### config.mk
export PLATFORM = sky130hd
export DESIGN_NAME = reg_file_sb
export DESIGN_NICKNAME = d
export VERILOG_FILES = /design/src/rtl/reg_file_sb_pkg.sv /design/src/rtl/reg_file_sb_sb_bits.sv /design/src/rtl/reg_file_sb.sv
export SDC_FILE = /design/constraint.sdc
export NUM_CORES = 1
export LEC_CHECK = 0
export BUFFER_PORTS_ARGS = -buffer_cell sky130_fd_sc_hd__buf_2
export CAP_MARGIN = 20
export CORE_UTILIZATION = 45
export DETAILED_ROUTE_END_ITERATION = 6
export PLACE_DENSITY = 0.7
export SLEW_MARGIN = 10
export SYNTH_ARGS = -nofsm -noshare
export SYNTH_HDL_FRONTEND = slang
export SYNTH_SLANG_ARGS = --single-unit
### constraint.sdc
create_clock -name CLK -period 1.35 [get_ports CLK]
set_input_delay 0.135 -clock CLK [delete_from_list [all_inputs] [get_ports CLK]]
set_output_delay 0.135 -clock CLK [all_outputs]
set_load 0.02 [all_outputs]
### src/rtl/reg_file_sb_pkg.sv
// Shared constants and types for the scoreboarded register file.
package reg_file_sb_pkg;
    localparam int WORD_SIZE_DEF = 19;
    localparam int NUM_REGS_DEF  = 8;
    localparam int ADDR_W_DEF    = $clog2(NUM_REGS_DEF);

    typedef logic [ADDR_W_DEF-1:0] reg_addr_t;
endpackage

### src/rtl/reg_file_sb_sb_bits.sv
// Busy-bit scoreboard: one pending-write flag per architectural register.
module reg_sb_bits
    import reg_file_sb_pkg::*;
#(
    parameter int NUM_REGS = NUM_REGS_DEF,
    parameter int ADDR_W   = $clog2(NUM_REGS),
    parameter int ZERO_REG = 0
) (
    input  logic                clk_i,
    input  logic                rst_ni,
    input  logic                clr_i,
    input  logic                set_en_i,
    input  logic [ADDR_W-1:0]   set_addr_i,
    input  logic                unset_en_i,
    input  logic [ADDR_W-1:0]   unset_addr_i,
    output logic [NUM_REGS-1:0] busy_o
);

    logic [NUM_REGS-1:0] busy_q;
    logic [NUM_REGS-1:0] busy_d;

    function automatic logic legal(input logic [ADDR_W-1:0] a);
        return (32'(a) < NUM_REGS) && !((ZERO_REG != 0) && (a == '0));
    endfunction

    // Set is applied after clear so a same-cycle lock keeps the new producer pending.
    always_comb begin
        busy_d = busy_q;
        if (clr_i) begin
            busy_d = '0;
        end else begin
            for (int i = 0; i < NUM_REGS; i++) begin
                if (unset_en_i && legal(unset_addr_i) && (32'(unset_addr_i) == i))
                    busy_d[i] = 1'b0;
                if (set_en_i && legal(set_addr_i) && (32'(set_addr_i) == i))
                    busy_d[i] = 1'b1;
            end
        end
    end

    always_ff @(posedge clk_i or negedge rst_ni) begin
        if (!rst_ni) busy_q <= '0;
        else         busy_q <= busy_d;
    end

    assign busy_o = busy_q;

endmodule

### src/rtl/reg_file_sb.sv
// Register file with one write port, two registered read ports,
// write-first forwarding and a per-register busy scoreboard.
module reg_file_sb
    import reg_file_sb_pkg::*;
#(
    parameter int WORD_SIZE = WORD_SIZE_DEF,
    parameter int NUM_REGS  = NUM_REGS_DEF,
    parameter int ADDR_W    = $clog2(NUM_REGS),
    parameter int ZERO_REG  = 0
) (
    input  logic                 CLK,
    input  logic                 RST_N,
    input  logic                 WR_EN,
    input  logic [ADDR_W-1:0]    WR_ADDR,
    input  logic [WORD_SIZE-1:0] WR_DATA,
    input  logic [ADDR_W-1:0]    RD_ADDR_A,
    output logic [WORD_SIZE-1:0] RD_DATA_A,
    input  logic [ADDR_W-1:0]    RD_ADDR_B,
    output logic [WORD_SIZE-1:0] RD_DATA_B,
    input  logic                 LOCK_EN,
    input  logic [ADDR_W-1:0]    LOCK_ADDR,
    output logic                 BUSY_A,
    output logic                 BUSY_B,
    input  logic                 CLR
);

    logic [WORD_SIZE-1:0] mem_q [NUM_REGS];
    logic [WORD_SIZE-1:0] mem_d [NUM_REGS];
    logic [WORD_SIZE-1:0] rd_a_q, rd_a_d;
    logic [WORD_SIZE-1:0] rd_b_q, rd_b_d;
    logic [NUM_REGS-1:0]  busy;
    logic                 wr_ok;
    logic                 fwd_a, fwd_b;

    function automatic logic legal(input logic [ADDR_W-1:0] a);
        return (32'(a) < NUM_REGS) && !((ZERO_REG != 0) && (a == '0));
    endfunction

    assign wr_ok = WR_EN && legal(WR_ADDR);
    assign fwd_a = wr_ok && (WR_ADDR == RD_ADDR_A);
    assign fwd_b = wr_ok && (WR_ADDR == RD_ADDR_B);

    always_comb begin
        mem_d = mem_q;
        if (CLR) begin
            for (int i = 0; i < NUM_REGS; i++) mem_d[i] = '0;
        end else if (wr_ok) begin
            mem_d[WR_ADDR] = WR_DATA;
        end
    end

    always_comb begin
        rd_a_d = '0;
        rd_b_d = '0;
        if (!CLR) begin
            if (fwd_a)                 rd_a_d = WR_DATA;
            else if (legal(RD_ADDR_A)) rd_a_d = mem_q[RD_ADDR_A];
            if (fwd_b)                 rd_b_d = WR_DATA;
            else if (legal(RD_ADDR_B)) rd_b_d = mem_q[RD_ADDR_B];
        end
    end

    always_ff @(posedge CLK or negedge RST_N) begin
        if (!RST_N) begin
            for (int i = 0; i < NUM_REGS; i++) mem_q[i] <= '0;
            rd_a_q <= '0;
            rd_b_q <= '0;
        end else begin
            mem_q  <= mem_d;
            rd_a_q <= rd_a_d;
            rd_b_q <= rd_b_d;
        end
    end

    reg_sb_bits #(
        .NUM_REGS (NUM_REGS),
        .ADDR_W   (ADDR_W),
        .ZERO_REG (ZERO_REG)
    ) u_sb (
        .clk_i        (CLK),
        .rst_ni       (RST_N),
        .clr_i        (CLR),
        .set_en_i     (LOCK_EN),
        .set_addr_i   (LOCK_ADDR),
        .unset_en_i   (wr_ok),
        .unset_addr_i (WR_ADDR),
        .busy_o       (busy)
    );

    // A register written this cycle is consumable via the forwarding path.
    assign BUSY_A = legal(RD_ADDR_A) && busy[RD_ADDR_A] && !fwd_a;
    assign BUSY_B = legal(RD_ADDR_B) && busy[RD_ADDR_B] && !fwd_b;

    assign RD_DATA_A = rd_a_q;
    assign RD_DATA_B = rd_b_q;

endmodule

---- After elaboration in Yosys (flattened, before gate mapping) ----
Index checks and enable logic that the tools add are counted.
storage, ports and cells
  output and inout port bits .............. 40
  flip-flop bits (word level) ............. 198
  logic and storage cells ................. 113
  input bits .............................. 36
operators by class
  $lt $le $gt $ge ......................... 6
  reductions and logical operators ........ 34
  bitwise logic cells ..................... 3
  mux-type cells .......................... 36
  equal/unequal tests ..................... 16
operators with widths
  operator                                                              number
  152-bit two-way mux                                                   2
  19-bit two-way mux                                                    9
  152-bit bitwise mux                                                   1
  19-bit binary-select mux with 3-bit select                            2
  19-bit demux with 3-bit select                                        1
  3-bit == test, second input constant                                  8
  3-bit nonzero test                                                    8
  1-bit logical AND                                                     21
  1-bit two-way mux                                                     18
  3-bit by 2-bit == test with 1-bit output, second input constant       4
  4-bit greater-or-equal comparator, second input constant              3
  3-bit NOT with 4-bit output                                           3
  3-bit by 4-bit < comparator with 1-bit output, second input constant  2
  8-bit two-way mux                                                     1
  1-bit binary-select mux with 3-bit select                             2
  3-bit by 1-bit == test with 1-bit output, second input constant       2
  3-bit == test                                                         2
  3-bit zero test                                                       2
  4-bit by 1-bit < comparator with 1-bit output, second input constant  1
  1-bit zero test                                                       2
  2-bit nonzero test                                                    1

---- Depth between registers and ports, before layout ----
  depth in word-level cells ............... 8
  depth in mapped cells ................... 7

---- By module ----
From an unflattened synthesis, not the netlist that was laid out.
unflattened totals
  cell total of the unflattened synthesis .. 1100
  area, all modules ....................... 10615.2 µm²
by module, submodules not included
  module       cells an instance  instances  area an instance (µm²)  sequential area each (µm²)
  reg_file_sb  1059               1          10157.2                 4754.6
  reg_sb_bits  41                 1          457.9                   200.2

---- Worst setup path before layout ----
Ideal clock, no wire load.
  path kind ............................... input port to flip-flop
  start point ............................. input RD_ADDR_A[1]
  end point ............................... register rd_a_q[11] (netlist: RD_DATA_A[11])
  path slack .............................. 0.020 ns
  setup time .............................. 0.136 ns
  data arrival time ....................... 1.194 ns
  cell stages on the path ................. 5
  path through ............................ buf_6 -> buf_6 -> mux4_2 -> a211oi_2 -> nor3_1
between the ends
  cells in the longest elaborated chain, start to end .. 6
  elaborated cells between the ends (all ways) .. 8
ends and longest elaborated chain
  element                                                 RTL line           source
  start, declared                                         reg_file_sb.sv:16  input logic [ADDR_W-1:0] RD_ADDR_A,
  3-bit NOT with 4-bit output (not written as such)       reg_file_sb.sv:57  else if (legal(RD_ADDR_A)) rd_a_d = mem_q[RD_ADDR_A];
  19-bit binary-select mux with 3-bit select              reg_file_sb.sv:57
  19-bit two-way mux (not written as such) (2 in series)  reg_file_sb.sv:57
  19-bit two-way mux *                                    reg_file_sb.sv:56  if (fwd_a) rd_a_d = WR_DATA;
  19-bit two-way mux *                                    reg_file_sb.sv:55  if (!CLR) begin
  named net rd_a_d[11]                                    reg_file_sb.sv:29  logic [WORD_SIZE-1:0] rd_a_q, rd_a_d;
  end signal, assigned                                    reg_file_sb.sv:70  rd_a_q <= rd_a_d;
  end, declared                                           reg_file_sb.sv:29
The timed path passes the listed nets; every way through them passes the cells marked *. The select of a mux whose other input is x is not followed.
A chain may end at the register's enable or synchronous reset.

---- Final worst setup path ----
  start point ............................. register u_sb.busy_q[6] (netlist: u_sb.busy_o[6])
  end point ............................... output BUSY_A
between the ends
  cells in the longest elaborated chain, start to end .. 3
ends and longest elaborated chain
  element                                    RTL line                   source
  start, declared                            reg_file_sb_sb_bits.sv:19  logic [NUM_REGS-1:0] busy_q;
  start signal, assigned                     reg_file_sb_sb_bits.sv:43  else busy_q <= busy_d;
  1-bit binary-select mux with 3-bit select  reg_file_sb.sv:91          assign BUSY_A = legal(RD_ADDR_A) && busy[RD_ADDR_A] && !fwd_a;
  1-bit two-way mux (not written as such)    reg_file_sb.sv:91
  1-bit logical AND                          reg_file_sb.sv:91
  end, declared                              reg_file_sb.sv:22          output logic BUSY_A,
Every way passes these cells. The select of a mux whose other input is x is not followed.

==> impl_metrics.json <==
{
  "rsz0062_at_grt": "yes",
  "die-area_sq_um": 24300,
  "wl_microns": 32600,
  "outcome": "complete, but fails checks",
  "antenna_found_initial": 2,
  "critPathSlowestCell": "mux4_2",
  "arrival_ns": 1.75,
  "period_minus_slack_ns": 1.89,
  "numCtsBuffers": 17,
  "fin_nets": 1223,
  "avgSynthCellArea_sq_um": 9.70,
  "period_share": 1.40,
  "fin_ws_ns": -0.536,
  "ys_warn_count": 0,
  "violations": "setup timing",
  "clkSinkCount": 198,
  "grt.total_usage": 0.280,
  "insertion_delay_ns": 0.45,
  "ys_seq_area_frac": 0.466,
  "peakVddDrop_mv": 0.883,
  "synth_common_cells": "nand2_1, dfrtp_1, a21oi_1",
  "overflow": 0,
  "end_kind": "output pin",
  "cts_buffer_depth": 2,
  "port_buffers": 75,
  "start_util": 0.464,
  "critical_path_class": "flip-flop to output pin",
  "drv_cap": 0,
  "cts_tree": "yes",
  "worst_pin_slew_ns": 0.462,
  "yosysMostFrequentCell": "nand2_1",
  "cp_max_fo": 3,
  "clock.fmax_ghz": 0.530,
  "wire_per_inst_microns": 21.6,
  "r2r-start": "mem_q[17]",
  "die_w_microns": 156,
  "synth-edff-count": 0,
  "path_cells": "mux4_2 > mux2i_4 > nor2_4 > buf_6",
  "ys_seq_elements": 198,
  "hold_violations": 0,
  "yosys-top-cells-area": "dfrtp_1, nand2_1, mux4_2",
  "dr_total_vias": 8986,
  "vias_per_cell": 5.94,
  "whs_ns": 0.0153,
  "drc_errors": 0,
  "cp-start-kind": "flip-flop",
  "maxSlewViolCount": 0,
  "layout-area-overhead-vs-synth_pct": 18.4,
  "cp.required_ns": 1.22,
  "syn_area_sq_um": 10600,
  "hold_path.class": "primary input to flip-flop",
  "root_buffer": "clkbuf_16",
  "power_mw": 13.1,
  "rows": 55,
  "leakage_nw": 5.39,
  "drt_iter0_drc": 880,
  "cpPeakStageDelay_ns": 0.49,
  "coreArea_sq_um": 22900,
  "finalClockSkew_ns": 0.00938,
  "place.gp.congestion": 0.874,
  "hold_start": "WR_DATA[15]",
  "clk_pin_slew_ns": 0.07,
  "setup_viol": 2,
  "num_io_pins": 76,
  "drive_gt1_frac": 0.252,
  "synth_flop_cell": "dfrtp_1",
  "crit_start": "u_sb.busy_o[6]",
  "synth_top_area_cell": "dfrtp_1",
  "nFillCells": 1987,
  "die_h_microns": 156,
  "p_per_area_nw_per_um2": 1040,
  "dp_hpwl_microns": 22600,
  "slew_headroom": 0.692,
  "htree_levels": 4,
  "drtPass1Iterations": 5,
  "grt_pass1_wl_microns": 50800,
  "grt_max_degree": 50,
  "synthCells": 1096,
  "syn-num-nets": 1132,
  "ant_nets": 0,
  "ys_async_sr_fraction": 1.00,
  "grt_pass1_vias": 8891,
  "synth_top_area_frac": 0.466,
  "ys_types": 29
}
==> per-stage QoR <==
step / utilization / setup slack, ns / instance area (sq um) / TNS [ns] / std cells
floorplan: - / 0.0195 / 10600 / 0 / 1096
global placement: 0.517 / -0.209 / 11800 / -5.60 / 1476
detailed placement: 0.517 / -0.199 / 11800 / -6.19 / 1476
CTS: 0.545 / -0.573 / 12500 / -1.05 / 1507
global route: 0.549 / -0.571 / 12600 / -1.15 / 1511
finish: 0.549 / -0.536 / 12600 / -1.02 / 1512
==> cell usage in the layout, fill, tap and decap left out, types with 3 or more instances in the layout <==
cell type / Yosys / routed
nand2b_1: 3 / 3
nor2_1: 49 / 48
a21oi_1: 153 / 153
mux2i_1: 76 / 75
a22oi_1: 3 / 3
clkbuf_8: 0 / 3
nand2_1: 309 / 309
mux4_2: 44 / 44
a211oi_2: 17 / 33
buf_2: 39 / 71
xnor2_1: 6 / 6
nor3_1: 36 / 34
inv_6: 0 / 3
a211oi_1: 21 / 5
nand3_1: 4 / 4
clkbuf_16: 0 / 17
buf_12: 2 / 27
a32oi_1: 4 / 4
nand4_1: 4 / 4
nor2b_1: 6 / 6
o22ai_1: 36 / 36
dfrtp_1: 198 / 198
nor2_2: 5 / 5
dlygate4sd3_1: 0 / 3
buf_4: 7 / 80
==> critical path, delay by kind of cell, from the launching register on <==
kind | cells | cell delay (ns)
and+or+nand+nor | 1 | 0.07
buffers and inverters | 1 | 0.13
muxes | 2 | 0.70
DFF | 1 | 0.41
==> cell type report <==
type | count | area (sq um) | share of cell area
tap | 313 | 392 | 0.0311
clock buffer | 20 | 457 | 0.0363
antenna | 1 | 2.50 | 0.000199
clock inverter | 10 | 121 | 0.00964
multi-input combinational | 786 | 5100 | 0.405
timing repair buffer | 184 | 1560 | 0.124
sequential | 198 | 4950 | 0.394
==> metal layers <==
layer	vias to the layer above	wire length [microns]	track usage
met4	2	1010	0.120
met3	78	2540	0.0558
met2	415	15600	0.438
met5	-	17	0
met1	4502	13400	0.380
li1	3989	-	-
==> registers in the layout, indices dropped and copies added, names as in the netlist <==
name and cells:
mem_q 152, RD_DATA_A 19, RD_DATA_B 19, u_sb.busy_o 8
==> what timing repair did <==
item                                    CTS  global route
resized for setup                        10            14
pin swaps                                 3            19
setup buffers                             0             4
endpoints found under the hold margin    37             0
hold buffers                              3             0
endpoints found under the setup margin    9            30
==> path summary, 6_finish.rpt <==
path | end | slack [ns] | depth (start not counted)
max in group asynchronous | mem_q[121] | 0.53 | 3
min reg2reg | mem_q[15] | 0.54 | 2
max | BUSY_A | -0.54 | 4
max reg2reg | RD_DATA_B[17] | 0.01 | 3
min | mem_q[91] | 0.02 | 3
min in group asynchronous | RD_DATA_A[12] | 0.21 | 2
==> kinds of logic after synthesis <==
group | Yosys count | synth area share
AOI/OAI and AO/OA | 234 | 0.133
xor gates and xnor gates | 6 | 0.00494
buffers and inverters | 112 | 0.0652
DFF | 198 | 0.466
muxes | 120 | 0.165
and+or+nand+nor | 426 | 0.166
==> where the power goes <==
| part | internal, mW | total (mW) | switching [mW] |
|---|---|---|---|
| clock network | 2.83 | 5.13 | 2.30 |
| logic | 0.673 | 1.77 | 1.09 |
| registers | 6.07 | 6.17 | 0.0988 |
| total | 9.57 | 13.1 | 3.49 |
(Power assumes the default switching activity.)
